**src/rtl/addsub_pipe.sv**
```systemverilog
// Pipelined add/subtract: exact internal arithmetic, wrap or saturate reduction to OUT_WIDTH,
// per-sample and sticky overflow flags, and a global clock-enable stall.
module addsub_pipe #(
  parameter int unsigned A_WIDTH     = 8,
  parameter int unsigned B_WIDTH     = 8,
  parameter string       A_IS_SIGNED = "TRUE",
  parameter string       B_IS_SIGNED = "TRUE",
  parameter int unsigned OUT_WIDTH   = 9,
  parameter string       SATURATE    = "FALSE",
  parameter int unsigned LATENCY     = 2,
  parameter string       USE_DSP     = "NO"
) (
  input  logic                 clk,
  input  logic                 rst,
  input  logic                 ce,
  input  logic                 din_valid,
  input  logic                 sub,
  input  logic [A_WIDTH-1:0]   a,
  input  logic [B_WIDTH-1:0]   b,
  output logic                 dout_valid,
  output logic [OUT_WIDTH-1:0] c,
  output logic                 ovf,
  output logic                 ovf_sticky,
  input  logic                 ovf_clr
);

  localparam int unsigned MaxIn      = (A_WIDTH > B_WIDTH) ? A_WIDTH : B_WIDTH;
  localparam int unsigned FULL_WIDTH = MaxIn + 2;
  localparam int unsigned DlyDepth   = (LATENCY > 1) ? LATENCY - 1 : 1;
  localparam int unsigned PayW       = OUT_WIDTH + 2;
  localparam bit          ASigned    = (A_IS_SIGNED == "TRUE");
  localparam bit          BSigned    = (B_IS_SIGNED == "TRUE");
  localparam bit          SatMode    = (SATURATE == "TRUE");

  // Elaboration-time parameter legality checks.
  if (A_WIDTH < 1 || B_WIDTH < 1) begin : g_bad_in_width
    $error("addsub_pipe: A_WIDTH and B_WIDTH must be at least 1");
  end
  if (OUT_WIDTH < 2 || OUT_WIDTH > FULL_WIDTH) begin : g_bad_out_width
    $error("addsub_pipe: OUT_WIDTH must lie in [2, FULL_WIDTH]");
  end
  if (LATENCY < 1 || LATENCY > 8) begin : g_bad_latency
    $error("addsub_pipe: LATENCY must lie in [1, 8]");
  end
  if (A_IS_SIGNED != "TRUE" && A_IS_SIGNED != "FALSE") begin : g_bad_a_signed
    $error("addsub_pipe: A_IS_SIGNED must be \"TRUE\" or \"FALSE\"");
  end
  if (B_IS_SIGNED != "TRUE" && B_IS_SIGNED != "FALSE") begin : g_bad_b_signed
    $error("addsub_pipe: B_IS_SIGNED must be \"TRUE\" or \"FALSE\"");
  end
  if (SATURATE != "TRUE" && SATURATE != "FALSE") begin : g_bad_saturate
    $error("addsub_pipe: SATURATE must be \"TRUE\" or \"FALSE\"");
  end
  if (USE_DSP == "") begin : g_bad_use_dsp
    $error("addsub_pipe: USE_DSP must not be empty");
  end

  logic [FULL_WIDTH-1:0] a_ext;
  logic [FULL_WIDTH-1:0] b_ext;

  assign a_ext = {{(FULL_WIDTH - A_WIDTH){ASigned & a[A_WIDTH-1]}}, a};
  assign b_ext = {{(FULL_WIDTH - B_WIDTH){BSigned & b[B_WIDTH-1]}}, b};

  logic                  op_valid;
  logic                  op_sub;
  logic [FULL_WIDTH-1:0] op_a;
  logic [FULL_WIDTH-1:0] op_b;

  if (LATENCY > 1) begin : g_stage1
    logic                  s1_valid_q;
    logic                  s1_sub_q;
    logic [FULL_WIDTH-1:0] s1_a_q;
    logic [FULL_WIDTH-1:0] s1_b_q;

    always_ff @(posedge clk) begin
      if (rst) begin
        s1_valid_q <= 1'b0;
        s1_sub_q   <= 1'b0;
        s1_a_q     <= '0;
        s1_b_q     <= '0;
      end else if (ce) begin
        s1_valid_q <= din_valid;
        s1_sub_q   <= sub;
        s1_a_q     <= a_ext;
        s1_b_q     <= b_ext;
      end
    end

    assign op_valid = s1_valid_q;
    assign op_sub   = s1_sub_q;
    assign op_a     = s1_a_q;
    assign op_b     = s1_b_q;
  end else begin : g_no_stage1
    // Single-register build: all arithmetic sits ahead of the output register.
    assign op_valid = din_valid;
    assign op_sub   = sub;
    assign op_a     = a_ext;
    assign op_b     = b_ext;
  end

  (* use_dsp = USE_DSP *)
  logic [FULL_WIDTH-1:0] r;

  assign r = op_sub ? (op_a - op_b) : (op_a + op_b);

  // r fits OUT_WIDTH signed exactly when all bits from the OUT_WIDTH sign bit upward agree.
  logic [FULL_WIDTH-OUT_WIDTH:0] r_top;
  logic                          in_range;
  logic [OUT_WIDTH-1:0]          res_c;

  assign r_top    = r[FULL_WIDTH-1:OUT_WIDTH-1];
  assign in_range = (r_top == '0) || (r_top == '1);

  always_comb begin
    res_c = r[OUT_WIDTH-1:0];
    if (SatMode && !in_range) begin
      res_c = r[FULL_WIDTH-1] ? {1'b1, {(OUT_WIDTH - 1){1'b0}}}
                              : {1'b0, {(OUT_WIDTH - 1){1'b1}}};
    end
  end

  // Output delay line, one {valid, ovf, c} word per stage, newest in the low slot.
  logic [PayW-1:0]          res_word;
  logic [DlyDepth*PayW-1:0] dly_q;
  logic [DlyDepth*PayW-1:0] dly_d;

  assign res_word = {op_valid, ~in_range, res_c};

  if (DlyDepth == 1) begin : g_shift_one
    assign dly_d = res_word;
  end else begin : g_shift_many
    assign dly_d = {dly_q[(DlyDepth-1)*PayW-1:0], res_word};
  end

  always_ff @(posedge clk) begin
    if (rst) begin
      dly_q <= '0;
    end else if (ce) begin
      dly_q <= dly_d;
    end
  end

  assign {dout_valid, ovf, c} = dly_q[DlyDepth*PayW-1 -: PayW];

  logic sticky_q;

  // A set on the same edge as a clear takes priority; the clear ignores ce.
  always_ff @(posedge clk) begin
    if (rst) begin
      sticky_q <= 1'b0;
    end else if (ce && dout_valid && ovf) begin
      sticky_q <= 1'b1;
    end else if (ovf_clr) begin
      sticky_q <= 1'b0;
    end
  end

  assign ovf_sticky = sticky_q;

endmodule

```
**config.mk**
```make
export PLATFORM = sky130hd
export DESIGN_NAME = addsub_pipe
export DESIGN_NICKNAME = d
export VERILOG_FILES = /design/src/rtl/addsub_pipe.sv
export SDC_FILE = /design/constraint.sdc
export NUM_CORES = 1
export LEC_CHECK = 0
export ABC_AREA = 1
export CAP_MARGIN = 10
export CORE_MARGIN = 8
export CORE_UTILIZATION = 50
export DETAILED_ROUTE_END_ITERATION = 6
export PLACE_DENSITY = 0.79
export SYNTH_ARGS = -nofsm -noshare
export SYNTH_HDL_FRONTEND = slang
export SYNTH_SLANG_ARGS = --single-unit
```
**constraint.sdc**
```tcl
create_clock -name clk -period 2.3 [get_ports clk]
set_input_delay 0.575 -clock clk [delete_from_list [all_inputs] [get_ports clk]]
set_output_delay 0.575 -clock clk [all_outputs]
set_load 0.01 [all_outputs]
```
==> qor.yml <==
power_w: 0.001347
clkTransAtPathRegs_ns: 0.16
postSynthAreaPerCell_sq_um: 6.964
synthXorXnorAreaFrac_pct: 4.413
drv_slew: 0
area_growth_pct: 30.97
slew_headroom_pct: 47.33
fin_crit_ns: 2.203
drv_cap: 0
cts_tree: "built"
ir_worst_vdd_mv: 0.2897
synth.ff_latch_count: 28
grt_pass1_vias: 1399
clk_latency_ns: 0.34
critical_path_arrival_ns: 2.45
fin_area_sq_um: 2079
grt_overflow: 0
drtAntennaViolNets: 0
wl_microns: 3293
antennaDiodeCount: 0
setup_slack_ns: 0.09657
grtUsageTotal_pct: 13.13
clock-skew-final_ns: 0.008677
gp_congestion: 0.8128
die_w_microns: 72.35
dr.first_iter.drc_count: 44
synthSimpleGateAreaFrac_pct: 24.90
finalCritPeriodShare_pct: 95.80
end_kind: "flop"
synthCells: 228
wl_per_cell_microns: 10.90
crit_fanout: 3
place_hpwl_microns: 2396
cp_data_required_time_ns: 2.55
synthMuxAreaShare_pct: 0
critPathLaunchType: "flop"
start_util_pct: 52.44
numPortBuffers: 30
synth_cell_type_count: 25
status: "complete, no violations"
dieArea_sq_um: 5235
tns_ns: 0
drc_errors: 0
setup_viol: 0
synth-compound-area-share_pct: 15.52
synth_top_family_by_area: "simple AND/OR/NAND/NOR gates"
synthAdderAreaFrac_pct: 8.353
cts_buffer_depth: 2
drt-pass1-iter-count: 4
via_count: 1444
cts.hold.buffers_added: 0
critPathSlowestCell: "dfxtp_2"
core-area_sq_um: 3028
pin_count: 34
critPathMostFrequentCell: "inv_2"
h-tree-depth: 1
leakage_nw: 0.9472
final_cells: 302
viasPerCell: 4.781
num_rows: 20
fmax_mhz: 453.8
syn_area_sq_um: 1588
grt_setup_unrepaired: "yes"
crit_type: "flop to flop"
yosysSeqAreaShare_pct: 35.30
grt_first_pass_wirelength_microns: 5754
antenna_found_initial: 0
ys_warn_count: 0
drive_gt1_share_pct: 13.95
dp_slack_ns: 0.06773
grt_max_degree: 31
numCtsBuffers: 3
die_y_microns: 72.35
hold_class: "flop to flop"
cts_sinks: 28
powerDensity_nw_per_um2: 648.0
path_cells: "inv_2 -> ha_4 -> inv_2 -> nor2_2 -> nand2_1 -> o31ai_2 -> xnor2_1 -> inv_1 -> ha_4 -> inv_2 -> o21bai_4 -> a21oi_2 -> a21o_1 -> nand3_2 -> nand2_1 -> inv_1"
slowest_delay_ns: 0.35
placed_area_sq_um: 1922
final_hold_viol_count: 0
cts-root-buf: "clkbuf_4"
nNetsFinal: 291
worst_pin_slew_ns: 0.7891
place_inst: 297
==> what timing repair did <==
item	CTS	global route
buffers inserted	0	1
setup endpoints to repair	0	6
gates resized for setup	0	27
endpoints found under the hold margin	0	0
==> path summary, 6_finish.rpt <==
path	startpoint	to	slack, ns	cells past startpoint
setup / recovery	g_stage1.s1_b_q[1]$_SDFFE_PP0P_	dly_q[7]$_SDFFE_PP0P_	0.1	16
hold / removal	g_stage1.s1_valid_q$_SDFFE_PP0P_	g_stage1.s1_valid_q$_SDFFE_PP0P_	0.47	2
setup reg to reg	g_stage1.s1_b_q[1]$_SDFFE_PP0P_	dly_q[7]$_SDFFE_PP0P_	0.1	16
hold reg to reg	g_stage1.s1_valid_q$_SDFFE_PP0P_	g_stage1.s1_valid_q$_SDFFE_PP0P_	0.47	2
==> cells in the final DEF, fill, tap and decap left out, drive strengths merged <==
cell / n
a211oi: 10
a21o: 2
a21oi: 16
buf: 6
bufinv: 1
clkbuf: 3
clkdlybuf4s50: 30
conb: 2
dfxtp: 28
fa: 1
ha: 9
inv: 31
nand2: 52
nand3: 14
nand3b: 1
nor2: 32
o21ai: 9
o21bai: 1
o31ai: 2
xnor2: 5
xor2: 3
==> logic make-up (layout without fill, tap and decap cells) <==
logic type,Yosys count,after routing
and+or+nand+nor,99,99
buffers and inverters,42,71
AOI/OAI and AO/OA,40,40
DFF,28,28
adders and majority gates,10,10
xor gates and xnor gates,8,8
other,1,2
==> Yosys cell counts <==
cell type | n | area, sq um
o21bai_1 | 1 | 7.510
inv_1 | 31 | 116.4
o31ai_1 | 1 | 7.510
a21oi_1 | 16 | 80.08
nand3_1 | 14 | 70.07
dfxtp_1 | 28 | 560.5
clkbuf_1 | 1 | 3.750
nand2_2 | 1 | 6.260
buf_2 | 5 | 25.02
fa_1 | 1 | 20.02
nand2_1 | 51 | 191.4
buf_4 | 4 | 30.03
a21o_1 | 2 | 15.01
xnor2_1 | 5 | 43.79
o21ai_1 | 1 | 5.000
nor2_1 | 32 | 120.1
xor2_1 | 3 | 26.28
ha_1 | 9 | 112.6
a211oi_1 | 10 | 75.07
conb_1 | 1 | 3.750
o21ai_2 | 1 | 8.760
buf_1 | 1 | 3.750
o31ai_2 | 1 | 12.51
o21ai_0 | 7 | 35.03
nand3b_1 | 1 | 7.510
==> power by group <==
group          internal, W  total, W  leakage (nW)  switching (W)
Sequential        0.000526  0.000550         0.233      0.0000244
Clock             0.000176  0.000325        0.0279       0.000149
Combinational     0.000222  0.000472         0.687       0.000249
Total             0.000925   0.00135         0.947       0.000423
==> metrics by stage <==
stage                     util [%]  hold WS, ns
after floorplan                  -       0.4400
after global placement       63.47       0.4536
after detailed placement     63.47       0.4603
after CTS                    65.21       0.4784
after global routing         68.68       0.5079
final                        68.68       0.4739
==> flip-flops by register name, indices dropped and copies added, names as in the netlist <==
register             flops
g_stage1.s1_b_q          8
g_stage1.s1_a_q          8
g_stage1.s1_valid_q      1
g_stage1.s1_sub_q        1
dly_q                   10
==> final cells by class <==
| cell class | instances | area (sq um) |
|---|---|---|
| Clock buffer | 3 | 22.52 |
| Multi-Input combinational cell | 159 | 947.2 |
| Tap cell | 44 | 55.05 |
| Fill cell | 276 | 948.4 |
| Timing Repair Buffer | 36 | 345.3 |
| Clock inverter | 1 | 30.03 |
| Sequential cell | 28 | 563.0 |
| Inverter | 31 | 116.4 |
==> critical path: cells and delay by family (launching register included) <==
family	cells	cell delay, ns
AND/OR/NAND/NOR	4	0.29
AO/OA/AOI/OAI	4	0.58
adder cells (fa/ha/maj)	2	0.41
buffers and inverters	5	0.32
flip-flops	1	0.35
XOR/XNOR	1	0.15
==> layer usage <==
| metal | vias up | track usage (%) | wire (microns) |
|---|---|---|---|
| met5 | - | 0 | 0 |
| met4 | 0 | 4.082 | 65 |
| met3 | 7 | 2.617 | 137 |
| met2 | 27 | 23.27 | 1526 |
| met1 | 630 | 15.31 | 1563 |
| li1 | 780 | - | - |
Power figures use the tool's default switching activity.
